**config.mk**
```make
export PLATFORM = sky130hd
export DESIGN_NAME = decoder_scan_sequencer_flat
export DESIGN_NICKNAME = d
export VERILOG_FILES = /design/src/rtl/decoder_scan_sequencer_if.sv /design/src/rtl/decoder_scan_sequencer.sv /design/src/flat_wrapper.sv
export SDC_FILE = /design/constraint.sdc
export NUM_CORES = 1
export LEC_CHECK = 0
export CAP_MARGIN = 10
export CORE_ASPECT_RATIO = 1.5
export CORE_MARGIN = 3
export CORE_UTILIZATION = 55
export DETAILED_ROUTE_END_ITERATION = 8
export PLACE_DENSITY = 0.88
export SETUP_SLACK_MARGIN = 0.05
export SLEW_MARGIN = 20
export SYNTH_ARGS = -nofsm -noshare
export SYNTH_HDL_FRONTEND = slang
export SYNTH_SLANG_ARGS = --single-unit
```
**constraint.sdc**
```tcl
create_clock -name clk -period 2.6 [get_ports clk]
set_input_delay 0.26 -clock clk [delete_from_list [all_inputs] [get_ports clk]]
set_output_delay 0.26 -clock clk [all_outputs]
set_load 0.02 [all_outputs]
```
**src/rtl/decoder_scan_sequencer_if.sv**
```systemverilog
// Control/status bundle between a scan controller (master) and decoder_scan_sequencer (slave).
// Optional `down` signal exists only when DECODER_SCAN_SEQUENCER_DOWN_EN is defined.
interface decoder_scan_sequencer_if #(
    parameter int unsigned IN      = 9,
    parameter int unsigned DWELL_W = 8
);
    logic               start;
    logic               stop;
    logic [IN-1:0]      first_addr;
    logic [IN-1:0]      last_addr;
    logic [DWELL_W-1:0] dwell;
    logic               continuous;
`ifdef DECODER_SCAN_SEQUENCER_DOWN_EN
    logic               down;
`endif
    logic [IN-1:0]      binary_out;
    logic               enable_out;
    logic               busy;
    logic               done;
    logic               wrap;

    modport master (
`ifdef DECODER_SCAN_SEQUENCER_DOWN_EN
        output down,
`endif
        output start, stop, first_addr, last_addr, dwell, continuous,
        input  binary_out, enable_out, busy, done, wrap
    );

    modport slave (
`ifdef DECODER_SCAN_SEQUENCER_DOWN_EN
        input  down,
`endif
        input  start, stop, first_addr, last_addr, dwell, continuous,
        output binary_out, enable_out, busy, done, wrap
    );
endinterface

```
**src/rtl/decoder_scan_sequencer.sv**
```systemverilog
// Sweeps a decoder select index from first to last with a programmable dwell; one-shot or continuous.
// Define DECODER_SCAN_SEQUENCER_DOWN_EN to add a latched `down` input that steps the index downward.
module decoder_scan_sequencer #(
    parameter int unsigned IN      = 9,
    parameter int unsigned DWELL_W = 8
) (
    input  logic                     clk,
    input  logic                     rst_n,
    decoder_scan_sequencer_if.slave  bus
);

    typedef enum logic {
        IDLE = 1'b0,
        RUN  = 1'b1
    } state_t;

    // Sweep configuration captured on an accepted start
    typedef struct packed {
        logic [IN-1:0]      first;
        logic [IN-1:0]      last;
        logic [DWELL_W-1:0] dwell;
        logic               continuous;
`ifdef DECODER_SCAN_SEQUENCER_DOWN_EN
        logic               down;
`endif
    } cfg_t;

    state_t             state;
    cfg_t               cfg;
    logic [DWELL_W-1:0] dwell_cnt;
    logic [IN-1:0]      index_q;
    logic               enable_q;
    logic               busy_q;
    logic               done_q;
    logic               wrap_q;
    logic [IN-1:0]      next_index_c;
    logic               expiry_c;

    // Neighbouring index, modulo 2^IN through natural overflow
`ifdef DECODER_SCAN_SEQUENCER_DOWN_EN
    assign next_index_c = cfg.down ? (index_q - IN'(1)) : (index_q + IN'(1));
`else
    assign next_index_c = index_q + IN'(1);
`endif

    assign expiry_c = (dwell_cnt == cfg.dwell);

    always_ff @(posedge clk or negedge rst_n) begin
        if (!rst_n) begin
            state     <= IDLE;
            cfg       <= '0;
            dwell_cnt <= '0;
            index_q   <= '0;
            enable_q  <= 1'b0;
            busy_q    <= 1'b0;
            done_q    <= 1'b0;
            wrap_q    <= 1'b0;
        end else begin
            done_q <= 1'b0;
            wrap_q <= 1'b0;
            case (state)
                IDLE: begin
                    if (bus.start && !bus.stop) begin
                        cfg.first      <= bus.first_addr;
                        cfg.last       <= bus.last_addr;
                        cfg.dwell      <= bus.dwell;
                        cfg.continuous <= bus.continuous;
`ifdef DECODER_SCAN_SEQUENCER_DOWN_EN
                        cfg.down       <= bus.down;
`endif
                        index_q   <= bus.first_addr;
                        enable_q  <= 1'b1;
                        busy_q    <= 1'b1;
                        dwell_cnt <= '0;
                        state     <= RUN;
                    end
                end
                RUN: begin
                    // Abort overrides any expiry action and suppresses done/wrap
                    if (bus.stop) begin
                        enable_q <= 1'b0;
                        busy_q   <= 1'b0;
                        state    <= IDLE;
                    end else if (expiry_c) begin
                        dwell_cnt <= '0;
                        if (index_q != cfg.last) begin
                            index_q <= next_index_c;
                        end else if (cfg.continuous) begin
                            index_q <= cfg.first;
                            wrap_q  <= 1'b1;
                        end else begin
                            enable_q <= 1'b0;
                            busy_q   <= 1'b0;
                            done_q   <= 1'b1;
                            state    <= IDLE;
                        end
                    end else begin
                        dwell_cnt <= dwell_cnt + DWELL_W'(1);
                    end
                end
                default: state <= IDLE;
            endcase
        end
    end

    assign bus.binary_out = index_q;
    assign bus.enable_out = enable_q;
    assign bus.busy       = busy_q;
    assign bus.done       = done_q;
    assign bus.wrap       = wrap_q;

endmodule

```
**src/flat_wrapper.sv**
```systemverilog
// flat-port wrapper written by rule: the top's interface ports become plain ports
module decoder_scan_sequencer_flat 
#(
    parameter int unsigned IN      = 9,
    parameter int unsigned DWELL_W = 8
)
  (clk, rst_n, bus_start, bus_stop, bus_first_addr, bus_last_addr, bus_dwell, bus_continuous, bus_binary_out, bus_enable_out, bus_busy, bus_done, bus_wrap);
  decoder_scan_sequencer_if #(.IN(IN), .DWELL_W(DWELL_W)) bus_i ();
  input  logic clk;
  input  logic rst_n;
  input wire logic [$bits(bus_i.start)-1:0] bus_start;
  input wire logic [$bits(bus_i.stop)-1:0] bus_stop;
  input wire logic [$bits(bus_i.first_addr)-1:0] bus_first_addr;
  input wire logic [$bits(bus_i.last_addr)-1:0] bus_last_addr;
  input wire logic [$bits(bus_i.dwell)-1:0] bus_dwell;
  input wire logic [$bits(bus_i.continuous)-1:0] bus_continuous;
  output wire logic [$bits(bus_i.binary_out)-1:0] bus_binary_out;
  output wire logic [$bits(bus_i.enable_out)-1:0] bus_enable_out;
  output wire logic [$bits(bus_i.busy)-1:0] bus_busy;
  output wire logic [$bits(bus_i.done)-1:0] bus_done;
  output wire logic [$bits(bus_i.wrap)-1:0] bus_wrap;
  assign bus_i.start = bus_start;
  assign bus_i.stop = bus_stop;
  assign bus_i.first_addr = bus_first_addr;
  assign bus_i.last_addr = bus_last_addr;
  assign bus_i.dwell = bus_dwell;
  assign bus_i.continuous = bus_continuous;
  assign bus_binary_out = bus_i.binary_out;
  assign bus_enable_out = bus_i.enable_out;
  assign bus_busy = bus_i.busy;
  assign bus_done = bus_i.done;
  assign bus_wrap = bus_i.wrap;
  decoder_scan_sequencer #(.IN(IN), .DWELL_W(DWELL_W)) u_core (.clk(clk), .rst_n(rst_n), .bus(bus_i));
endmodule
```
-- Word-level counts from Yosys, hierarchy flattened
Index checks and enable logic that the tools add are counted.
- register bits: 48
- input bits: 31
- output and inout port bits: 13
- word-level logic and storage cells: 59
- add/subtract/negate cells: 2
- eq/ne operators: 9
- multiplexer cells: 31
- bitwise gates (word level): 1
- reductions and logical operators: 6
- operator list (kind ; number):
    2-to-1 mux 9 bit ; 5
    2-to-1 mux 8 bit ; 3
    2-to-1 mux 1 bit ; 19
    one-hot mux 9 bit (2 select lines) ; 1
    one-hot mux 8 bit (2 select lines) ; 1
    inequality test 3 bit (second input constant) ; 4
    adder 9 x 1 -> 9 bit (second input constant) ; 1
    inequality test 9 bit ; 1
    adder 8 x 1 -> 8 bit (second input constant) ; 1
    == test 8 bit ; 1
    AND reduction 4 bit ; 2
    inequality test 2 bit (second input constant) ; 2
    one-hot mux 1 bit (2 select lines) ; 2
    AND reduction 2 bit ; 2
    inequality test 2 x 1 -> 1 bit (second input constant) ; 1
    logical AND 1 bit ; 1
    zero test 1 bit ; 1
    NOT 1 bit ; 1

-- Logic depth before layout (Yosys ltp)
Gate-level depths: netlist of the first run.
- word-level depth: 5
- gate-level depth with buffers: 7
- mapped depth without buffers: 6

-- Least setup slack after synthesis of the first run
No wires, ideal clock.
- path kind: register to register
- from: register u_core.index_q[0] (netlist: u_core.bus.binary_out[0])
- to: register u_core.index_q[1] (netlist: u_core.bus.binary_out[1])
- library setup time: 125 ps
- arrival: 1776 ps
- data required time: 2475 ps
- setup slack: 699 ps
- cell stages (with the launch flop): 6
- path buffers: 0
- period minus slack after synthesis: 1901 ps
- path through: dfrtp_1 xor2_1 nor4_4 nand4_2 o211ai_4 mux2_4
- cells in the longest elaborated chain, start to end: 5
- ends and longest elaborated chain (what ; line ; text):
    start: declaration ; decoder_scan_sequencer.sv:31 ; logic [IN-1:0] index_q;
    start signal: assignment ; decoder_scan_sequencer.sv:71 ; index_q <= bus.first_addr;
    start signal: assignment ; decoder_scan_sequencer.sv:87 ; index_q <= next_index_c;
    start signal: assignment ; decoder_scan_sequencer.sv:89 ; index_q <= cfg.first;
    adder 9 x 1 -> 9 bit / inequality test 9 bit (equally long branches) ; decoder_scan_sequencer.sv:43, decoder_scan_sequencer.sv:86 ;
    2-to-1 mux 9 bit ; decoder_scan_sequencer.sv:86 ; if (index_q != cfg.last) begin
    2-to-1 mux 9 bit ; decoder_scan_sequencer.sv:84 ; end else if (expiry_c) begin
    2-to-1 mux 9 bit ; decoder_scan_sequencer.sv:80 ; if (bus.stop) begin
    one-hot mux 9 bit (2 select lines) ; decoder_scan_sequencer.sv:61 ; case (state)
Parallel ways exist; a longest one is shown, timed or not. The select of a mux whose other input is x is not followed.
A chain may end at the register's enable or synchronous reset.

-- Final worst setup path of the first run
- from: register u_core.index_q[0] (netlist: u_core.bus.binary_out[0])
- to: register u_core.index_q[3] (netlist: u_core.bus.binary_out[3])
Same word-level chain as after synthesis.

==> impl_metrics.py, run 1 <==
metrics = {
    "min_path": {
        "min_path_type": "in -> async",
    },
    "die": {
        "rows": 29,
        "die-area_sq_mm": 0.005526,
        "fp.dieH_um": 89.56,
        "io_pins": 44,
        "start_util_pct": 58.79,
        "dieWidth_um": 61.71,
        "fp.coreArea_sq_mm": 0.004354,
    },
    "timing": {
        "fin_crit_sh_pct": 81.96,
        "slew_headroom_pct": 60.21,
        "rsz0062_at_grt": "false",
        "setup_viol": 0,
        "hold_viol": 0,
        "worstMarginPinSlew_ns": 0.5968,
        "final.setup.tns_ns": 0,
        "period_minus_slack_ns": 2.131,
        "timing.final.ws_setup_ns": 0.4690,
        "maxSlewViolCount": 0,
        "fmax_mhz": 469.3,
        "fin_skew_ns": 0.008882,
    },
    "synthesis": {
        "yosys_warnings": 0,
        "synthCells": 229,
        "synth-main-ff-cell": "dfrtp_1",
        "synthesis.nets": 262,
        "netlist_area_sq_mm": 0.002560,
        "yosysSeqAreaShare_pct": 46.92,
        "async_reset_ff_share_pct": 100.0,
        "ys_types": 46,
        "syn-mean-instance-area_sq_um": 11.18,
        "ys_seq_elements": 48,
        "synth-edff-count": 0,
    },
    "finish": {
        "insertedDiodeCount": 0,
        "syn_to_final_growth_pct": 24.10,
        "final_cell_mix": "dfrtp_1, clkdlybuf4s50_1, mux2_2",
        "multi_input_area_sq_mm": 0.001247,
        "final_common_cell": "dfrtp_1",
        "drive_above_1_share_pct": 19.64,
        "seq_area_sq_mm": 0.001201,
        "n_fill_cell": 319,
        "final_cells": 321,
        "nets": 307,
    },
    "global_route": {
        "grt_pass1_vias": 1909,
        "antenna_found_initial": 0,
        "grt_max_degree": 49,
        "overflow": 0,
        "grt_pass1_wl_um": 8659,
        "grt_use_total_pct": 21.29,
    },
    "placement": {
        "place.detailed.hpwl_um": 4115,
        "dp_slack_ns": 0.5197,
        "portBuffers": 43,
        "dp.cells": 312,
        "gp_congestion": 0.8921,
    },
    "run_status": {
        "status": "completed",
    },
    "cts": {
        "cts_sinks": 48,
        "clk_pin_slew_ns": 0.09,
        "cts-hold-fix-buffers": 0,
        "postCtsSetupRepairBufs": 0,
        "cts_buffers": 5,
        "htreeDepth": 2,
        "clk_latency_ns": 0.30,
        "cts_resized": 0,
        "root_buffer": "clkbuf_8",
        "cts_buffer_depth": 2,
        "tritoncts": "yes",
    },
    "routing": {
        "viasPerCell": 6.016,
        "remaining_drc_errors": 0,
        "wl_um": 5558,
        "drt_iter0_drc": 102,
        "wl_per_cell_um": 17.31,
        "vias": 1931,
        "drtPass1Iterations": 4,
        "antenna_left": 0,
    },
    "worst_setup_path": {
        "crit_path_max_fanout": 9,
        "cp.required_ns": 2.79,
        "critPathLaunchType": "flip-flop",
        "path_cells": "xor2_1 -> nor4_4 -> nand4_2 -> o211ai_4 -> mux2_4",
        "cp-startpoint": "u_core.bus.binary_out[0]$_DFFE_PN0P_",
        "cp_top_family": "simple AND/OR/NAND/NOR gates",
        "cp_slowest_cell": "nor4_4",
        "end_kind": "flip-flop",
        "crit_type": "reg -> reg",
        "rr_startpoint": "u_core.bus.binary_out[0]$_DFFE_PN0P_",
        "arrival_ns": 2.32,
        "max_stage_delay_ns": 0.52,
        "timing.critical_path.buf_inv": 0,
    },
    "power_and_ir_drop": {
        "peakVddDrop_v": 0.0004843,
        "p_leak_nw": 1.359,
        "power_density_mw_per_mm2": 754.8,
    },
    "job": {
        "drv_cap": 0,
    },
}
-- where the power goes --
part | internal (mW) | leakage, nW | switching, mW
Combinational | 0.401 | 0.708 | 0.379
Clock | 0.339 | 0.0645 | 0.243
Sequential | 0.879 | 0.586 | 0.156
Total | 1.62 | 1.36 | 0.779
-- cells in the mapped netlist, types with 2 or more instances --
cell type / n / area share [%]
a41oi_1: 2 / 0.68
a21oi_1: 3 / 0.59
o311ai_1: 2 / 0.68
nor3_1: 3 / 0.59
xnor2_1: 13 / 4.4
a21boi_0: 2 / 0.59
mux2_2: 23 / 10
a32oi_1: 2 / 0.68
nand2_1: 11 / 1.6
and3_1: 3 / 0.73
and4_1: 2 / 0.68
ha_1: 2 / 0.98
and2_1: 4 / 0.98
inv_1: 12 / 1.8
a31o_2: 3 / 1.0
dfrtp_1: 48 / 47
o21ai_0: 7 / 1.4
mux2_4: 5 / 2.9
buf_2: 5 / 0.98
clkbuf_1: 4 / 0.59
buf_4: 3 / 0.88
a31oi_1: 3 / 0.73
xor2_1: 16 / 5.5
o2bb2ai_1: 2 / 0.68
nand4_1: 8 / 2.0
nor2_1: 16 / 2.3
a41o_1: 2 / 0.78
nand3_1: 5 / 0.98
-- flip-flops by register name, indices dropped and copies added, names as in the netlist --
| name | flops |
|---|---|
| u_core.state | 1 |
| u_core.bus.wrap | 1 |
| u_core.bus.enable_out | 1 |
| u_core.dwell_cnt | 8 |
| u_core.cfg | 27 |
| u_core.bus.done | 1 |
| u_core.bus.binary_out | 9 |
-- final timing paths --
| kind | to | depth (start not counted) | slack [ns] |
|---|---|---|---|
| setup / recovery | u_core.bus.binary_out[3]$_DFFE_PN0P_ | 5 | 0.47 |
| hold / removal | u_core.cfg[10]$_DFFE_PN0P_ | 2 | 0.50 |
| setup reg to reg | u_core.bus.binary_out[3]$_DFFE_PN0P_ | 5 | 0.47 |
| hold reg to reg | u_core.cfg[23]$_DFFE_PN0P_ | 1 | 0.52 |
| max in group asynchronous | u_core.cfg[7]$_DFFE_PN0P_ | 2 | 1.68 |
| min in group clk | u_core.cfg[23]$_DFFE_PN0P_ | 1 | 0.52 |
-- logic make-up after synthesis --
family                     Yosys count  share of synthesized area (%)
buffers and inverters               25                          4.349
muxes                               29                          13.44
AOI/OAI and AO/OA                   37                          11.49
and+or+nand+nor                     59                          12.90
xor gates and xnor gates            29                          9.922
adders and majority gates            2                         0.9774
DFF                                 48                          46.92
-- stage by stage --
stage | hold WS [ns] | util, % | power [mW] | area (sq um)
final | 0.5030 | 72.96 | 2.398 | 3177
after global routing | 0.5306 | 72.96 | 2.534 | 3177
after CTS | 0.1685 | 72.67 | 2.414 | 3164
after detailed placement | 0.5019 | 69.77 | 1.826 | 3038
after global placement | 0.4829 | 69.77 | 1.800 | 3038
after floorplan | -0.03559 | - | 1.533 | 2560
-- metal layers --
metal  routed length, um  track usage [%]  vias to the layer above
met5                   0                0                        -
met4                 165            10.23                        0
met3                 236            3.902                       11
met2                3030            38.32                       57
met1                2125            23.13                      956
li1                    -                -                      907
-- cell type report --
type                            instances  area share [%]
Multi-Input combinational cell        156           39.27
Clock buffer                            7           3.033
Inverter                               13           1.536
Tap cell                               46           1.812
Timing Repair Buffer                   50           15.60
Clock inverter                          1          0.9453
Sequential cell                        48           37.81
Power figures use the tool's default switching activity.
==> run 2, diff against run 1 <==
Settings changed: CORE_UTILIZATION 55 to 53, PLACE_DENSITY 0.88 to 0.86.
Clock period 2.6 ns to 2.05 ns, I/O delays scaled along.
==> run 2 against run 1 <==
  * Final cell count is 7.8% higher
  * Worst hold slack worse by 0.16 ns
  * Largest cell class unchanged
  * Sequential power is 24% higher
  * Largest power group unchanged
  * Die area is 3.5% higher
  * Final area is 1.3% higher
  * Highest routed layer unchanged
==> impl_metrics.py, run 2 (synthesized netlist as in run 1, its figures left out) <==
metrics = {
    "global_route": {
        "gr-max-usage-layer": "met2",
        "grt_pass1_vias": 2001,
        "overflow": 0,
        "grt_use_total_pct": 21.83,
        "grt_pass1_wl_um": 9729,
        "gr-usage-met2_pct": 41.50,
        "antenna_found_initial": 0,
        "met3_usage_pct": 3.960,
        "grt_max_degree": 27,
        "met1_usage_pct": 23.36,
    },
    "timing": {
        "setup_viol": 0,
        "rsz0062_at_grt": "false",
        "fmax_mhz": 543.8,
        "fin_skew_ns": 0.007579,
        "maxSlewViolCount": 0,
        "worstMarginPinSlew_ns": 0.4503,
        "period_minus_slack_ns": 1.839,
        "hold_viol": 0,
        "fin_crit_sh_pct": 89.71,
        "final.setup.tns_ns": 0,
        "slew_headroom_pct": 69.87,
    },
    "run_status": {
        "status": "completed",
    },
    "worst_setup_path": {
        "cp.required_ns": 2.25,
        "crit_type": "reg -> reg",
        "end_kind": "flip-flop",
        "cp_slowest_cell": "dfrtp_1",
        "timing.critical_path.buf_inv": 1,
        "cp-startpoint": "u_core.bus.binary_out[6]$_DFFE_PN0P_",
        "crit_path_max_fanout": 12,
        "cp_top_family": "flip-flops",
        "max_stage_delay_ns": 0.46,
        "rr_startpoint": "u_core.bus.binary_out[6]$_DFFE_PN0P_",
        "path_cells": "xor2_1 -> nor4_4 -> buf_4 -> a41o_1 -> o2bb2ai_1 -> mux2_4",
        "critPathLaunchType": "flip-flop",
        "arrival_ns": 2.03,
    },
    "finish": {
        "final_common_cell": "dfrtp_1",
        "drive_above_1_share_pct": 21.63,
        "syn_to_final_growth_pct": 25.71,
        "final_cell_mix": "dfrtp_1, clkdlybuf4s50_1, mux2_2",
        "largest_reg_flops": 27,
        "nets": 314,
        "largest-register": "u_core.cfg",
        "insertedDiodeCount": 0,
        "postLayoutCellArea_sq_mm": 0.003218,
    },
    "routing": {
        "drt_iter0_drc": 134,
        "wl_um": 5778,
        "vias": 1949,
        "drtPass1Iterations": 4,
        "remaining_drc_errors": 0,
        "viasPerCell": 5.633,
        "antenna_left": 0,
        "wl_per_cell_um": 16.70,
    },
    "placement": {
        "portBuffers": 43,
        "place_area_sq_mm": 0.003113,
        "place.detailed.hpwl_um": 4423,
        "gp_congestion": 0.9022,
    },
    "cts": {
        "root_buffer": "clkbuf_8",
        "clk_latency_ns": 0.31,
        "cts_buffers": 5,
        "postCtsSetupRepairBufs": 0,
        "cts_sinks": 48,
        "clk_pin_slew_ns": 0.09,
        "tritoncts": "yes",
        "htreeDepth": 2,
        "cts_buffer_depth": 2,
    },
    "die": {
        "dieWidth_um": 62.75,
        "start_util_pct": 55.90,
        "io_pins": 44,
        "rows": 30,
        "fp.coreArea_sq_mm": 0.004579,
        "fp.dieH_um": 91.12,
        "die-area_sq_mm": 0.005717,
    },
    "job": {
        "drv_cap": 0,
    },
    "power_and_ir_drop": {
        "peakVddDrop_v": 0.0006004,
        "power_density_mw_per_mm2": 914.3,
        "p_leak_nw": 1.371,
    },
    "min_path": {
        "min_path_type": "in -> async",
    },
}
-- run 2: final cells by class --
class / count / area, sq um
clock inverter: 1 / 7.507
timing repair buffer: 57 / 545.5
inverter: 13 / 48.80
tap: 64 / 80.08
fill: 360 / 1361
multi-input combinational: 156 / 1249
clock buffer: 7 / 86.33
sequential: 48 / 1201
-- run 2: report_power, final --
group / switching, mW / internal, mW
logic: 0.523 / 0.538
registers: 0.177 / 1.12
clock network: 0.315 / 0.274
total: 1.01 / 1.93
-- run 2: stage by stage --
stage / setup slack [ns] / total power, mW / util, % / cells / hold slack [ns]
global route: 0.09969 / 3.101 / 70.27 / 346 / 0.3683
CTS: 0.1974 / 2.964 / 70.25 / 346 / 0.3534
global placement: 0.1994 / 2.327 / 67.98 / 337 / 0.1472
finish: 0.2110 / 2.942 / 70.27 / 346 / 0.3438
detailed placement: 0.1829 / 2.369 / 67.98 / 337 / 0.1517
floorplan: 0.1490 / 1.944 / - / 229 / -0.09059
-- run 2: worst paths after layout --
path	end	slack (ns)	cells past startpoint
max	u_core.bus.binary_out[3]$_DFFE_PN0P_	0.21	6
min	u_core.cfg[10]$_DFFE_PN0P_	0.34	2
max reg2reg	u_core.bus.binary_out[3]$_DFFE_PN0P_	0.21	6
min reg2reg	u_core.cfg[24]$_DFFE_PN0P_	0.52	1
max in group asynchronous	u_core.bus.done$_DFF_PN0_	1.13	3
min in group clk	u_core.cfg[21]$_DFFE_PN0P_	0.49	3
-- run 2: layer usage --
metal / part of all wire (%) / routed length [um]
met2: 56 / 3263
met5: 0 / 0
met4: 2.7 / 158
met3: 3.9 / 227
met1: 37 / 2128
-- run 2: timing repair --
item / 4_1_cts / 5_1_grt
gates resized for setup: 0 / 1
endpoints found under the hold margin: 16 / 0
hold buffers: 1 / 0
endpoints found under the setup margin: 0 / 3
-- run 2: worst register-to-register path: cells and delay by family, from the launching register on --
kind,cells,cell delay [ns]
muxes,1,0.27
xor gates and xnor gates,1,0.19
buffers and inverters,1,0.26
AOI/OAI and AO/OA,2,0.26
DFF,1,0.46
and+or+nand+nor,1,0.28
==> run 3, diff against run 2 <==
Settings changed: CORE_UTILIZATION 53 to 50, PLACE_DENSITY 0.86 to 0.82.
==> run 3 against run 2 <==
  * Core utilization decreased by 4.1 points
  * Clock skew shrank 0.0015 ns
  * Via count is 0.15% lower
  * Non-clock buffer count increased by 4
  * Final area rose by 0.47%
  * First-iteration DRC count fell by 22%
  * Critical path depth decreased by 1
  * Power hardly changed
  * Die area is 5.5% higher
  * Worst setup slack worse by 0.042 ns
  * Final cell count up 1.4%
==> impl_metrics.py, run 3 (synthesized netlist as in run 1, its figures left out) <==
metrics = {
    "run_status": {
        "status": "completed",
    },
    "timing": {
        "setup_viol": 0,
        "fmax_mhz": 531.6,
        "final.setup.tns_ns": 0,
        "fin_crit_sh_pct": 91.76,
        "timing.hold.ws_ns": 0.4828,
        "hold_viol": 0,
        "worstMarginPinSlew_ns": 0.6831,
        "maxSlewViolCount": 0,
        "slew_headroom_pct": 54.46,
        "fin_skew_ns": 0.006048,
        "period_minus_slack_ns": 1.881,
        "rsz0062_at_grt": "false",
    },
    "cts": {
        "clk_latency_ns": 0.30,
        "root_buffer": "clkbuf_8",
        "cts_buffers": 5,
        "htreeDepth": 2,
        "clk_pin_slew_ns": 0.09,
        "postCtsSetupRepairBufs": 0,
        "cts_buffer_depth": 2,
        "tritoncts": "yes",
        "cts_sinks": 48,
    },
    "finish": {
        "postLayoutCellArea_sq_mm": 0.003233,
        "drive_above_1_share_pct": 22.11,
        "largest_reg_flops": 27,
        "largest-register": "u_core.cfg",
        "syn_to_final_growth_pct": 26.30,
        "nets": 318,
        "final_cell_mix": "dfrtp_1, clkdlybuf4s50_1, mux2_2",
        "final_common_cell": "dfrtp_1",
        "insertedDiodeCount": 0,
    },
    "placement": {
        "place.detailed.hpwl_um": 4587,
        "portBuffers": 43,
        "gp_congestion": 0.9087,
        "place_area_sq_mm": 0.003146,
    },
    "routing": {
        "vias": 1946,
        "wl_um": 5928,
        "antenna_left": 0,
        "viasPerCell": 5.544,
        "wl_per_cell_um": 16.89,
        "remaining_drc_errors": 0,
        "drt_iter0_drc": 105,
        "drtPass1Iterations": 4,
    },
    "worst_setup_path": {
        "r2r_setup_slack_ns": 0.17,
        "cp.required_ns": 2.25,
        "rr_endpoint": "u_core.bus.binary_out[6]$_DFFE_PN0P_",
        "crit_type": "reg -> reg",
        "critPathLaunchType": "flip-flop",
        "crit_path_max_fanout": 8,
        "cp-startpoint": "u_core.bus.binary_out[6]$_DFFE_PN0P_",
        "end_kind": "flip-flop",
        "endpoint": "u_core.bus.binary_out[6]$_DFFE_PN0P_",
        "reg2reg_depth": 5,
        "rr_startpoint": "u_core.bus.binary_out[6]$_DFFE_PN0P_",
        "arrival_ns": 2.08,
    },
    "die": {
        "fp.dieH_um": 93.64,
        "die-area_sq_mm": 0.006032,
        "fp.coreArea_sq_mm": 0.004887,
        "dieWidth_um": 64.43,
        "io_pins": 44,
        "start_util_pct": 52.38,
        "rows": 31,
    },
    "global_route": {
        "grt_pass1_vias": 2059,
        "overflow": 0,
        "antenna_found_initial": 0,
        "grt_pass1_wl_um": 9611,
        "grt_max_degree": 31,
        "grt_use_total_pct": 21.10,
    },
    "job": {
        "drv_cap": 0,
    },
    "power_and_ir_drop": {
        "p_leak_nw": 1.388,
        "peakVddDrop_v": 0.0003967,
        "power_density_mw_per_mm2": 910.0,
    },
    "min_path": {
        "min_path_type": "in -> async",
    },
}
run 3: cell types whose count changed in the layout (fill, tap and decap cells not counted), sizes merged:
cell / delta
buf: +4
clkbuf: -1
clkinv: +1
clkinvlp: -1
run 3: how the worst min path moves through the flow:
stage	slack [ns]	endpoint	from
6_report	0.48	u_core.cfg[17]$_DFFE_PN0P_	rst_n
5_1_grt	0.51	u_core.cfg[13]$_DFFE_PN0P_	bus_last_addr[4]
4_1_cts	0.48	u_core.cfg[17]$_DFFE_PN0P_	rst_n
3_5_place_dp	0.28	u_core.cfg[17]$_DFFE_PN0P_	rst_n
3_3_place_gp	0.27	u_core.cfg[10]$_DFFE_PN0P_	rst_n
2_1_floorplan	-0.09	u_core.bus.binary_out[0]$_DFFE_PN0P_	rst_n
run 3: report_power, final:
group	switching [mW]	leakage, nW	internal [mW]	total (mW)
Sequential	0.156	0.586	1.12	1.27
Clock	0.309	0.0410	0.233	0.541
Combinational	0.557	0.761	0.572	1.13
run 3: metal layers:
layer | up-vias | part of all wire (%) | global-route usage (%)
li1 | 922 | - | -
met1 | 954 | 36 | 21.25
met2 | 55 | 57 | 41.12
met3 | 15 | 3.8 | 3.966
met4 | 0 | 2.9 | 8.818
met5 | - | 0 | 0
run 3: area by class of cell:
| type | instances | area [sq um] |
|---|---|---|
| repair buffers | 61 | 575.6 |
| well taps | 66 | 82.58 |
| clock inverters | 1 | 5.005 |
| inverters | 13 | 48.80 |
| fillers | 372 | 1654 |
| clock buffers | 6 | 72.57 |
| flip-flops and latches | 48 | 1201 |
| multi-input cells | 156 | 1247 |
run 3: critical path, cell delays in order (launching register included):
cell	delay, ns
dfrtp_1	0.46
xor2_1	0.19
nor4_4	0.32
and3_1	0.38
o311ai_1	0.15
mux2_4	0.27
run 3: what timing repair did:
item	in CTS	in global routing
hold endpoints to repair	28	0
gates resized for setup	0	0
hold buffers	1	0
run 3: stage by stage:
stage | utilization [%] | setup WS (ns) | power [mW] | cells
floorplan | - | 0.1490 | 1.944 | 229
global placement | 64.36 | 0.2136 | 2.374 | 343
detailed placement | 64.36 | 0.1705 | 2.408 | 343
CTS | 66.15 | 0.1545 | 2.953 | 351
global route | 66.15 | 0.06732 | 3.103 | 351
finish | 66.15 | 0.1689 | 2.942 | 351
